<file path="config.mk">
export PLATFORM = sky130hd
export DESIGN_NAME = universal_shift_reg
export DESIGN_NICKNAME = d
export VERILOG_FILES = /design/src/rtl/universal_shift_reg.sv
export SDC_FILE = /design/constraint.sdc
export NUM_CORES = 1
export LEC_CHECK = 0
export ABC_AREA = 1
export CAP_MARGIN = 25
export CELL_PAD_IN_SITES_DETAIL_PLACEMENT = 0
export CELL_PAD_IN_SITES_GLOBAL_PLACEMENT = 2
export CORE_MARGIN = 1
export CORE_UTILIZATION = 25
export DETAILED_ROUTE_END_ITERATION = 7
export PLACE_DENSITY_LB_ADDON = 0.1
export SKIP_CTS_REPAIR_TIMING = 1
export SYNTH_ARGS = -nofsm -noshare
export SYNTH_HDL_FRONTEND = slang
export SYNTH_SLANG_ARGS = --single-unit
</file>
<file path="constraint.sdc">
create_clock -name clk -period 2.75 [get_ports clk]
set_input_delay 0.6875 -clock clk [delete_from_list [all_inputs] [get_ports clk]]
set_output_delay 0.6875 -clock clk [all_outputs]
set_load 0.01 [all_outputs]
</file>
<file path="src/rtl/universal_shift_reg.sv">
// universal_shift_reg: parametrised load/shift/rotate register with an autonomous LSB-first frame serialiser.
module universal_shift_reg #(
  parameter int WIDTH = 8,
  parameter logic [WIDTH-1:0] RESET_VALUE = '0
) (
  input  logic                         clk,
  input  logic                         clear,
  input  logic                         enable,
  input  logic [2:0]                   mode,
  input  logic [WIDTH-1:0]             par_in,
  input  logic                         ser_in_msb,
  input  logic                         ser_in_lsb,
  input  logic                         start,
  output logic [WIDTH-1:0]             out,
  output logic                         ser_out_lsb,
  output logic                         ser_out_msb,
  output logic                         busy,
  output logic                         done,
  output logic [$clog2(WIDTH+1)-1:0]   bit_cnt
);
  localparam int CW = $clog2(WIDTH + 1);
  localparam logic [CW-1:0] LAST = CW'(WIDTH - 1);
  typedef enum logic {IDLE, SHIFT} state_t;
  state_t state, state_n;
  logic [WIDTH-1:0] out_n;
  logic [CW-1:0] cnt_n;
  logic done_n;
  assign ser_out_lsb = out[0];
  assign ser_out_msb = out[WIDTH-1];
  assign busy = (state == SHIFT);
  always_ff @(posedge clk or posedge clear)
    if (clear) begin
      state <= IDLE;
      out <= RESET_VALUE;
      bit_cnt <= '0;
      done <= 1'b0;
    end else begin
      state <= state_n;
      out <= out_n;
      bit_cnt <= cnt_n;
      done <= done_n;
    end
  // the final frame shift drains the last bit and leaves the register zeroed
  always_comb begin
    state_n = state;
    out_n = out;
    cnt_n = bit_cnt;
    done_n = done;
    if (enable) begin
      done_n = 1'b0;
      if (state == SHIFT) begin
        out_n = {1'b0, out[WIDTH-1:1]};
        cnt_n = bit_cnt + CW'(1);
        if (bit_cnt == LAST) begin
          out_n = '0;
          cnt_n = '0;
          state_n = IDLE;
          done_n = 1'b1;
        end
      end else if (start) begin
        out_n = par_in;
        cnt_n = '0;
        state_n = SHIFT;
      end else begin
        case (mode)
          3'b001: out_n = par_in;
          3'b010: out_n = {ser_in_msb, out[WIDTH-1:1]};
          3'b011: out_n = {out[WIDTH-2:0], ser_in_lsb};
          3'b100: out_n = {out[0], out[WIDTH-1:1]};
          3'b101: out_n = {out[WIDTH-2:0], out[WIDTH-1]};
          3'b111: out_n = RESET_VALUE;
          default: out_n = out;
        endcase
      end
    end
  end
endmodule

</file>
==> results.sh <==
export IMPL_status="finished, final reports clean"
export IMPL_grt_overflow_total=0
export IMPL_peakVddDrop_v=0.000402
export IMPL_busiest_layer="met2"
export IMPL_cts_tree="done"
export IMPL_synth_seq_area_share=0.361
export IMPL_crit_path_max_fanout=14
export IMPL_cts_root_buf="clkbuf_8"
export IMPL_final_seq_area_um2=350
export IMPL_drc=0
export IMPL_syn_nets=158
export IMPL_row_count=22
export IMPL_final_cell_mix="32 x clkdlybuf4s50_1, 29 x nand2_1, 21 x a21oi_1, 20 x nand3_1, 17 x inv_1"
export IMPL_worstSetupStartpointType="flip-flop"
export IMPL_clkLatencyLatePin_ns=0.24
export IMPL_p_clk_frac=0.157
export IMPL_arrival_ns=1.54
export IMPL_power_switching_mw=0.428
export IMPL_vias=1025
export IMPL_p_leak_nw=0.597
export IMPL_grt_antenna_before_repair=0
export IMPL_avgViaCountPerCell=4.68
export IMPL_cts_buffer_depth=2
export IMPL_layout_commonest_cell="clkdlybuf4s50_1"
export IMPL_min_period_ns=2.23
export IMPL_p_per_area_nw_per_um2=789
export IMPL_final_util=0.369
export IMPL_fp_dieW_um=64.3
export IMPL_swShare=0.399
export IMPL_p_int_mw=0.646
export IMPL_grtUsageTotal=0.156
export IMPL_required_ns=2.06
export IMPL_ys_warn_count=0
export IMPL_cts_sinks=14
export IMPL_cp_end_kind="primary output"
export IMPL_diodes=0
export IMPL_area_delta_synth_final_pct=40.4
export IMPL_cp_slowest_cell="dfrtp_1"
export IMPL_grtUsageMet3=0.0411
export IMPL_hp_class="flip-flop to flip-flop"
export IMPL_fin_skew_ns=0.00743
export IMPL_maxCapViolCount=0
export IMPL_grt_pass1_vias=1006
export IMPL_slew_headroom=0.603
export IMPL_crit_buf_inv=1
export IMPL_path_clk_slew_ns=0.05
export IMPL_multi_input_area_um2=512
export IMPL_rsz0062_at_grt="false"
export IMPL_fin_setup_tns_ns=0
export IMPL_core_um2=3690
export IMPL_cts_buffers=3
export IMPL_p_seq_frac=0.384
export IMPL_pre_cts_ws_ns=0.413
export IMPL_design_area_um2=1360
export IMPL_drt_pre_antenna_iters=4
export IMPL_start_util=0.263
export IMPL_cpLargestDelayFamily="flip-flops"
export IMPL_syn_mean_instance_area_um2=6.93
export IMPL_use_met2=0.270
export IMPL_synth_cell_types=24
export IMPL_syn_inst=140
export IMPL_wire_per_inst_um=13.1
export IMPL_fp_dieH_um=64.3
export IMPL_wl_um=2860
export IMPL_dpl_cell_area_um2=1320
export IMPL_grt_max_degree=15
export IMPL_grt_pass1_wl_um=4830
export IMPL_drive_gt1_frac=0.0760
export IMPL_syn_area_um2=970
export IMPL_pin_count=33
export IMPL_ys_seq_elements=14
export IMPL_hold_viol=0
export IMPL_gp_congestion=0.794
export IMPL_drv_slew=0
export IMPL_final_net_count=191
export IMPL_drtIter0Drc=45
export IMPL_fin_ws_ns=0.519
export IMPL_tightest_slew_ns=0.590
export IMPL_setup_violations=0
export IMPL_total_power_mw=1.07
export IMPL_design_die_area_um2=4130
export IMPL_combPwrFrac=0.459
export IMPL_path_cells="clkdlybuf4s50_1"
export IMPL_ctsHtreeMaxLevel=1
export IMPL_critical_path_class="flip-flop to primary output"
export IMPL_grtUsageMet1=0.187
export IMPL_io_buffers=32
export IMPL_dp_hpwl_um=2140
export IMPL_cpPeakStageDelay_ns=0.67
export IMPL_drtAntennaViolNets=0
export IMPL_fin_crit_sh=0.811
export IMPL_fmax_mhz=448
export IMPL_fillerInstances=406
[synthesized netlist by cell type]
cell type  instances  share of area
o31ai_1            1         0.0077
buf_1              1         0.0039
o22ai_1            2          0.013
nor2_1            13          0.050
ha_1               1          0.013
dfrtp_1           14           0.36
a21oi_1           21           0.11
inv_2              2         0.0077
nand2_2            2          0.013
nand2_4            2          0.023
buf_6              1          0.012
nand4_1            4          0.026
buf_4              2          0.015
o21ai_4            1          0.017
nor2_2             1         0.0065
o211ai_1           1         0.0077
inv_1             17          0.066
o21ai_0            1         0.0052
nand3_1           20           0.10
nand3_2            1          0.010
o21ai_1            1         0.0052
inv_4              1         0.0065
nand2_1           29           0.11
or2_0              1         0.0065
[per-layer routing]
metal | part of all wire | up-vias
met1 | 0.44 | 471
met2 | 0.51 | 26
met3 | 0.046 | 2
met5 | 0 | -
met4 | 0.0063 | 0
li1 | - | 526
[path summary, 6_finish.rpt]
| path | start | to | slack [ns] | cells past startpoint |
|---|---|---|---|---|
| min in group asynchronous | clear | out[1] | 0.80 | 2 |
| worst min register to register | done | done | 0.53 | 2 |
| worst min-delay path | done | done | 0.53 | 2 |
| max in group asynchronous | clear | out[0] | 1.57 | 2 |
| worst max-delay path | busy | busy | 0.52 | 1 |
| worst max register to register | busy | out[5] | 1.05 | 6 |
[registers in the layout (all words and copies together) (netlist names)]
signal,flops
out,8
bit_cnt,4
busy,1
done,1
[final cells by class]
cell class	instances	area share
clock buffers	3	0.0303
inverters	20	0.0570
flip-flops and latches	14	0.257
repair buffers	32	0.235
well taps	48	0.0441
multi-input cells	102	0.376
[through the flow]
step | hold WS (ns) | std cells
CTS | 0.536 | 219
finish | 0.534 | 219
global route | 0.578 | 219
floorplan | 0.548 | 140
global placement | 0.516 | 216
detailed placement | 0.524 | 216
[power groups by stage]
stage | Sequential [mW] | Clock, mW | Combinational [mW]
finish | 0.412 | 0.169 | 0.493
global route | 0.427 | 0.191 | 0.553
CTS | 0.414 | 0.178 | 0.497
detailed placement | 0.417 | 0 | 0.494
global placement | 0.421 | 0 | 0.496
floorplan | 0.409 | 0 | 0.233
[cell families (layout without fill, tap and decap cells)]
group                    after synthesis  in the layout  share of synthesized area
AO/OA/AOI/OAI                         28             28                      0.164
adder cells (fa/ha/maj)                1              1                     0.0129
buffers and inverters                 24             55                      0.111
flip-flops                            14             14                      0.361
AND/OR/NAND/NOR                       73             73                      0.351
Note: power is estimated with default switching activity, not from simulation.
